--- config.mk ---
export PLATFORM = sky130hd
export DESIGN_NAME = esp_uart_txq
export DESIGN_NICKNAME = d
export VERILOG_FILES = /design/src/rtl/esp_uart_pkg.sv /design/src/rtl/esp_uart_txfifo.sv /design/src/rtl/esp_uart_txq.sv
export SDC_FILE = /design/constraint.sdc
export NUM_CORES = 1
export LEC_CHECK = 0
export ABC_AREA = 1
export CORE_MARGIN = 5
export CORE_UTILIZATION = 50
export DETAILED_ROUTE_END_ITERATION = 12
export PLACE_DENSITY = 0.76
export SLEW_MARGIN = 20
export SYNTH_ARGS = -nofsm -noshare
export SYNTH_HDL_FRONTEND = slang
export SYNTH_SLANG_ARGS = --single-unit
--- constraint.sdc ---
create_clock -name clk -period 2.03 [get_ports clk]
set_input_delay 0.406 -clock clk [delete_from_list [all_inputs] [get_ports clk]]
set_output_delay 0.406 -clock clk [all_outputs]
set_load 0.1 [all_outputs]
--- src/rtl/esp_uart_pkg.sv ---
// Shared definitions for the ESP32 UART transmit and receive paths.
package esp_uart_pkg;

  typedef enum logic [1:0] {
    ST_IDLE,
    ST_START,
    ST_DATA,
    ST_STOP
  } tx_state_e;

  localparam int FRAME_BITS = 10;
  localparam int DATA_BITS  = 8;

  // Level on CTS/RTS meaning "peer not ready"; the RX side drives RTS with the same sense.
  localparam logic CTS_HOLD_OFF = 1'b1;

endpackage

--- src/rtl/esp_uart_txfifo.sv ---
// First-word-fall-through synchronous FIFO; same structure as the receive-side FIFO.
module esp_uart_txfifo #(
  parameter int DATA_W     = 8,
  parameter int DEPTH_LOG2 = 4
) (
  input  logic              clk,
  input  logic              rst_n,
  input  logic [DATA_W-1:0] wrdata,
  input  logic              wr_en,
  output logic [DATA_W-1:0] rddata,
  input  logic              rd_en,
  output logic              empty,
  output logic              full
);

  localparam int DEPTH = 1 << DEPTH_LOG2;

  logic [DATA_W-1:0]   mem [DEPTH];
  logic [DEPTH_LOG2:0] wr_ptr;
  logic [DEPTH_LOG2:0] rd_ptr;
  logic                wr_ok;
  logic                rd_ok;

  // Extra pointer bit separates full (lap differs) from empty (same lap).
  assign full   = (wr_ptr[DEPTH_LOG2] != rd_ptr[DEPTH_LOG2]) &&
                  (wr_ptr[DEPTH_LOG2-1:0] == rd_ptr[DEPTH_LOG2-1:0]);
  assign empty  = (wr_ptr == rd_ptr);
  assign wr_ok  = wr_en && !full;
  assign rd_ok  = rd_en && !empty;
  assign rddata = mem[rd_ptr[DEPTH_LOG2-1:0]];

  always_ff @(posedge clk or negedge rst_n) begin
    if (!rst_n) begin
      wr_ptr <= '0;
      rd_ptr <= '0;
    end else begin
      if (wr_ok) wr_ptr <= wr_ptr + 1'b1;
      if (rd_ok) rd_ptr <= rd_ptr + 1'b1;
    end
  end

  always_ff @(posedge clk) begin
    if (wr_ok) mem[wr_ptr[DEPTH_LOG2-1:0]] <= wrdata;
  end

endmodule

--- src/rtl/esp_uart_txq.sv ---
// Buffered 8N1 UART transmitter to the ESP32 with CTS flow control checked before each frame.
module esp_uart_txq
  import esp_uart_pkg::*;
#(
  parameter int CLKS_PER_BIT    = 14,
  parameter int FIFO_DEPTH_LOG2 = 4
) (
  input  logic       clk,
  input  logic       rst_n,
  input  logic [7:0] wr_data,
  input  logic       wr_en,
  output logic       fifo_full,
  output logic       fifo_empty,
  output logic       overflow,
  output logic       tx_idle,
  output logic       uart_txd,
  input  logic       uart_cts
);

  localparam logic [15:0] CNT_MAX  = 16'(CLKS_PER_BIT - 1);
  localparam logic [2:0]  BIT_LAST = 3'(DATA_BITS - 1);

  tx_state_e   state, state_d;
  logic [15:0] cnt, cnt_d;
  logic [2:0]  bit_idx, bit_idx_d;
  logic [7:0]  shift, shift_d;
  logic        txd_d;
  logic        pop;
  logic [7:0]  fifo_rdata;
  logic        cts_meta, cts_sync;
  logic        cts_ok;
  logic        start_ok;
  logic        bit_done;

  esp_uart_txfifo #(
    .DATA_W     (DATA_BITS),
    .DEPTH_LOG2 (FIFO_DEPTH_LOG2)
  ) u_fifo (
    .clk    (clk),
    .rst_n  (rst_n),
    .wrdata (wr_data),
    .wr_en  (wr_en),
    .rddata (fifo_rdata),
    .rd_en  (pop),
    .empty  (fifo_empty),
    .full   (fifo_full)
  );

  // CTS synchronizer comes out of reset holding the link off.
  always_ff @(posedge clk or negedge rst_n) begin
    if (!rst_n) begin
      cts_meta <= CTS_HOLD_OFF;
      cts_sync <= CTS_HOLD_OFF;
    end else begin
      cts_meta <= uart_cts;
      cts_sync <= cts_meta;
    end
  end

  assign cts_ok   = (cts_sync != CTS_HOLD_OFF);
  assign start_ok = !fifo_empty && cts_ok;
  assign bit_done = (cnt == CNT_MAX);
  assign tx_idle  = fifo_empty && (state == ST_IDLE);

  always_comb begin
    state_d   = state;
    cnt_d     = cnt + 16'd1;
    bit_idx_d = bit_idx;
    shift_d   = shift;
    txd_d     = uart_txd;
    pop       = 1'b0;
    case (state)
      ST_IDLE: begin
        cnt_d = '0;
        txd_d = 1'b1;
        if (start_ok) begin
          pop     = 1'b1;
          shift_d = fifo_rdata;
          txd_d   = 1'b0;
          state_d = ST_START;
        end
      end
      ST_START: begin
        if (bit_done) begin
          cnt_d     = '0;
          bit_idx_d = '0;
          txd_d     = shift[0];
          state_d   = ST_DATA;
        end
      end
      ST_DATA: begin
        if (bit_done) begin
          cnt_d = '0;
          if (bit_idx == BIT_LAST) begin
            txd_d   = 1'b1;
            state_d = ST_STOP;
          end else begin
            bit_idx_d = bit_idx + 3'd1;
            shift_d   = {1'b0, shift[7:1]};
            txd_d     = shift[1];
          end
        end
      end
      ST_STOP: begin
        if (bit_done) begin
          cnt_d = '0;
          // Chain straight into the next start bit so queued bytes leave with no idle gap.
          if (start_ok) begin
            pop     = 1'b1;
            shift_d = fifo_rdata;
            txd_d   = 1'b0;
            state_d = ST_START;
          end else begin
            txd_d   = 1'b1;
            state_d = ST_IDLE;
          end
        end
      end
      default: begin
        txd_d   = 1'b1;
        state_d = ST_IDLE;
      end
    endcase
  end

  always_ff @(posedge clk or negedge rst_n) begin
    if (!rst_n) begin
      state    <= ST_IDLE;
      cnt      <= '0;
      bit_idx  <= '0;
      uart_txd <= 1'b1;
      overflow <= 1'b0;
    end else begin
      state    <= state_d;
      cnt      <= cnt_d;
      bit_idx  <= bit_idx_d;
      uart_txd <= txd_d;
      overflow <= wr_en && fifo_full;
    end
  end

  always_ff @(posedge clk) begin
    shift <= shift_d;
  end

endmodule

Yosys cells after proc, flatten, opt, wreduce, memory -nomap -nowiden

Memories as Yosys holds them, arrays and structs flattened.
Cells that the tools add are included.

Bitwise operators: 1
Reduce and logical (&&, ||, !) cells: 16
Equal/unequal tests: 14
Muxes and demuxes: 29
$add $sub $neg: 4

Operators with widths:

| operator                                             | number |
|---|---|
| two-way mux 8 bit                                    | 4 |
| one-hot mux 16 bit (2 select lines)                  | 1 |
| one-hot mux 8 bit (3 select lines)                   | 1 |
| adder 16 x 1 -> 16 bit, second input constant        | 1 |
| equality test 16 x 4 -> 1 bit, second input constant | 1 |
| two-way mux 16 bit                                   | 1 |
| != test 2 bit, second input constant                 | 6 |
| adder 5 x 1 -> 5 bit, second input constant          | 2 |
| two-way mux 1 bit                                    | 10 |
| two-way mux 2 bit                                    | 5 |
| two-way mux 3 bit                                    | 3 |
| one-hot mux 2 bit (4 select lines)                   | 1 |
| AND reduction 4 bit                                  | 2 |
| logical AND 1 bit                                    | 6 |
| one-hot mux 3 bit (2 select lines)                   | 1 |
| equality test 5 bit                                  | 1 |
| AND reduction 5 bit                                  | 1 |
| equality test 2 bit, second input constant           | 2 |
| equality test 4 bit                                  | 1 |
| one-hot mux 1 bit (4 select lines)                   | 1 |
| adder 3 x 1 -> 3 bit, second input constant          | 1 |
| equality test 3 bit, second input constant           | 1 |
| AND reduction 3 bit                                  | 1 |
| nonzero test 3 bit                                   | 1 |
| 8 further kinds                                      | 9 |

Register bits: 43
Memories kept: 1
Memory bits (writable): 128
Input bits: 12

Memories:

| memory     | depth | bits a word | rd ports | clocked after Yosys merged registers in | wr ports | line                  | text |
|---|---|---|---|---|---|---|---|
| u_fifo.mem | 16    | 8           | 1        | 0                                       | 1        | esp_uart_txfifo.sv:18 | `logic [DATA_W-1:0] mem [DEPTH];` |

Longest topological paths before layout

Word-level depth: 7
Mapped depth: 11

Hierarchy

Synthesis repeated with hierarchy kept, for this count alone.

Cells, all modules: 791
Area, all modules: 7,806.2 um2

By module, submodules not included:

| module          | cells an instance | area each (um2) | instances |
|---|---|---|---|
| esp_uart_txfifo | 559               | 5,928.2         | 1 |
| esp_uart_txq    | 232               | 1,878.1         | 1 |

Worst setup path before layout

Ideal clock, no wire load.

Kind: flip-flop to output port
Start point: reg u_fifo.rd_ptr[1]
End point: out tx_idle
Slack: -553 ps
Cell stages (with the launch flop): 7
Arrival: 2,177 ps
Cells stage by stage: dfrtp_1 buf_2 nand2_1 nand2_1 nor2_1 nand3_2 nor2_1

Cells in the longest elaborated chain, start to end: 2

RTL lines:

| element                | line                  | text |
|---|---|---|
| start, declared        | esp_uart_txfifo.sv:20 | `logic [DEPTH_LOG2:0] rd_ptr;` |
| start signal, assigned | esp_uart_txfifo.sv:38 | `if (rd_ok) rd_ptr <= rd_ptr + 1'b1;` |
| equality test 5 bit    | esp_uart_txfifo.sv:27 | `assign empty = (wr_ptr == rd_ptr);` |
| logical AND 1 bit      | esp_uart_txq.sv:63    | `assign tx_idle = fifo_empty && (state == ST_IDLE);` |
| end, declared          | esp_uart_txq.sv:15    | `output logic tx_idle,` |

No other way between the ends.

Worst setup path after layout

Start point: reg u_fifo.wr_ptr[2]
End point: out fifo_full

Cells in the longest elaborated chain, start to end: 2

RTL lines:

| element                | line                  | text |
|---|---|---|
| start, declared        | esp_uart_txfifo.sv:19 | `logic [DEPTH_LOG2:0] wr_ptr;` |
| start signal, assigned | esp_uart_txfifo.sv:37 | `if (wr_ok) wr_ptr <= wr_ptr + 1'b1;` |
| equality test 4 bit    | esp_uart_txfifo.sv:26 | `(wr_ptr[DEPTH_LOG2-1:0] == rd_ptr[DEPTH_LOG2-1:0]);` |
| logical AND 1 bit      | esp_uart_txfifo.sv:25 | `assign full = (wr_ptr[DEPTH_LOG2] != rd_ptr[DEPTH_LOG2]) &&` |
| end, declared          | esp_uart_txq.sv:12    | `output logic fifo_full,` |

No other way between the ends.

==> run summary <==
Status: finished with violations
Failing checks: negative setup slack
Post-DP HPWL: 10500 um
Io pins: 17
First-pass GRT wire length: 26500 um
Crit path setup slack, layout: -0.120 ns
Worst path cell trace: inv_2 > nand2_1 > nand2_1 > nor2_2 > nand2_1 > or2_4 > clkinvlp_4 > buf_12
Fmax: 0.465 GHz
Gpl congestion: 0.883
Post-synthesis sequential area ratio: 66.4%
Diode count: 0
Nets: 798
Hold Vio Cnt, Final: 0
Final slew viol count: 0
Clock transition at path regs: 0.07 ns
Largest stage delay on the critical path: 0.41 ns
DR vias/cell: 5.50
Top cells by area, synth: edfxtp_1 55%, dfrtp_1 11%, nand2_1 10%, nand3_1 6.1%, nor2_1 3.6%
P per Cell Area: 973 mW/mm^2
CP endpoint kind: output port
Via Count: 5330
Most frequent cells after synthesis: 207 x nand2_1, 136 x edfxtp_1, 91 x nand3_1
Hold crit path type: flip-flop to flip-flop
Starting density of the core: 51.2%
Vias in the first global route: 5353
Syn nets: 738
YS warnings: 0
Pin count of the biggest net entering global routing: 67
DRC viols: 0
Initial antenna violation count: 0
Async S/R FF share, synth: 20.5%
CP Data Arrival Time: 1.74 ns
Synth Cell Area: 0.00747 sq mm
Worst vdd ir: 0.730 mV
DRT Pass-1 Iters: 5
WP buf/inv: 3
Synthesized flop and latch total: 171
Setup Skew: 0.00768 ns
RSZ-0062 raised after global routing: yes
Row count: 44
Total die area: 0.0175 sq mm
Max-Cap Viols: 0
Most frequent cell after synthesis: nand2_1
Worst Hold End: cts_sync
Worst-skew pair later-pin latency: 0.44 ns
Gate Count Post-Synth: 712
CP max-delay cell: dfrtp_1
Final period utilization: 106%
Post-synth top area cell: edfxtp_1
Least-Margin Pin Slew: 0.713 ns
Clock Path Buffers: 2
Syn avg cell area: 10.5 sq um
Hold path depth: 0
Hold path start: cts_meta
WL per Instance: 16.8 um
Num CTS Buffers: 17
CTS tree: built
Largest fanout on the critical path: 3
Clk root buf: clkbuf_16
Share of post-route cells with drive strength above 1: 14.8%
Worst slack at placement: 0.115 ns
Grt total ovfl: 0
Pleak: 3.49 nW
Synth unique cells: 33
Most numerous cell on the critical path: nand2_1
Crit start category: flip-flop
Worst EP required: 1.62 ns
Worst reg2reg endpoint: u_fifo.mem[6][5]
Share of the synthesized area in the top cell type: 54.6%
Final min period: 2.15 ns
Final setup violation count: 3
Area grow syn2layout: 17.5%
Top FF cell, synth: edfxtp_1
CP top delay family: simple AND/OR/NAND/NOR gates
Die Span Y: 132 um
Htree depth: 4
Post-route ant nets: 0
Total power: 8.55 mW
Number of flops mapped to enable cells by yosys: 136
R2r startpoint: u_fifo.wr_ptr[2]
Clock sinks: 171
Total core area: 0.0146 sq mm
CP Class: flip-flop to output port
Gr usage total: 19.1%
Fillers: 1145
Die W: 132 um
R2R setup slack: 0.07 ns
DR iter-0 viols: 523
Port Buf Inserts: 16
Routed Wire Length: 16300 um
Rel. slew slack: 52.3%
FF-to-FF path depth: 12
[worst register-to-register path, stage by stage, from the launching register on]
cell	delay (ns)
dfrtp_1	0.41
inv_2	0.05
nand2_1	0.07
nand2_1	0.07
nor2_2	0.16
nand2_1	0.06
or2_4	0.24
buf_4	0.15
nand2_4	0.10
inv_6	0.08
nand2_2	0.11
nor2_1	0.05
buf_4	0.17
[routing by layer]
metal,track usage [%],routed length [um]
met3,5.04,1100
met4,7.41,412
met2,31.0,7890
met1,24.8,6880
met5,0,0
[power breakdown]
group	switching, mW	internal (mW)
clock network	1.39	1.72
registers	0.101	4.08
logic	0.785	0.476
[state kept, by name, indices dropped and copies added (netlist names)]
signal / cells
cts_meta: 1
cts_sync: 1
u_fifo.wr_ptr: 5
u_fifo.rd_ptr: 5
overflow: 1
shift: 8
bit_idx: 3
cnt: 16
u_fifo.mem: 128
uart_txd: 1
state: 2
[final cells by class]
type / count / area [sq um] / area share, %
clock inverter: 14 / 135 / 1.54
sequential: 171 / 4960 / 56.5
timing repair buffer: 66 / 598 / 6.81
multi-input combinational: 475 / 2260 / 25.7
clock buffer: 18 / 429 / 4.89
tap: 184 / 230 / 2.62
inverter: 41 / 166 / 1.89
[worst max path at each step]
stage | from | slack (ns) | endpoint | depth (start not counted)
after global routing | u_fifo.wr_ptr[2] | -0.19 | fifo_full | 8
after CTS | u_fifo.wr_ptr[3] | -0.09 | fifo_full | 8
after floorplan | u_fifo.rd_ptr[1] | 0.07 | fifo_empty | 6
after detailed placement | wr_en | 0.12 | u_fifo.mem[12][3] | 6
after global placement | wr_en | 0.16 | u_fifo.mem[8][4] | 6
final | u_fifo.wr_ptr[2] | -0.12 | fifo_full | 8
[layout by cell type, fill, tap and decap left out, types with 2 or more instances in the layout]
| cell type | instances |
|---|---|
| inv_8 | 2 |
| nand2_1 | 207 |
| clkbuf_16 | 17 |
| dfstp_2 | 3 |
| nor2_1 | 69 |
| xor2_1 | 9 |
| inv_1 | 30 |
| edfxtp_1 | 136 |
| nand3_1 | 91 |
| buf_12 | 6 |
| clkinv_2 | 3 |
| nor2_4 | 2 |
| nor3_1 | 5 |
| clkdlybuf4s50_1 | 11 |
| ha_1 | 14 |
| o21ai_2 | 2 |
| nand2_2 | 2 |
| buf_4 | 49 |
| nand2_4 | 3 |
| clkinvlp_4 | 4 |
| xnor2_1 | 3 |
| nand4_1 | 2 |
| nor2_2 | 4 |
| o21ai_0 | 39 |
| a21oi_1 | 11 |
| o22ai_1 | 2 |
| inv_6 | 6 |
| dfrtp_1 | 31 |
| nand3b_1 | 2 |
| inv_2 | 8 |
| o211ai_1 | 4 |
[cells by family after synthesis]
logic type / share of synthesized area, %
flip-flops: 66.4
XOR/XNOR: 1.41
AO/OA/AOI/OAI: 4.15
buffers and inverters: 3.65
AND/OR/NAND/NOR: 22.0
adder cells (fa/ha/maj): 2.34
[per-stage QoR]
step	hold WS [ns]	TNS (ns)	utilization, %	std cells	area, sq um
6_report	0.364	-0.199	60.2	969	8780
5_1_grt	0.371	-1.00	60.2	969	8780
4_1_cts	0.364	-0.114	59.7	962	8710
3_5_place_dp	0.352	0	55.3	920	8070
3_3_place_gp	0.350	0	55.3	920	8070
2_1_floorplan	0.110	0	-	712	7490
[what timing repair did]
action / in CTS / in global routing
pin swaps: 4 / 5
endpoints found under the hold margin: 0 / 0
setup buffers: 10 / 7
cloned: 0 / 0
setup endpoints to repair: 3 / 117
gates resized for setup: 6 / 6
hold buffers: 0 / 0
(Power assumes the default switching activity.)
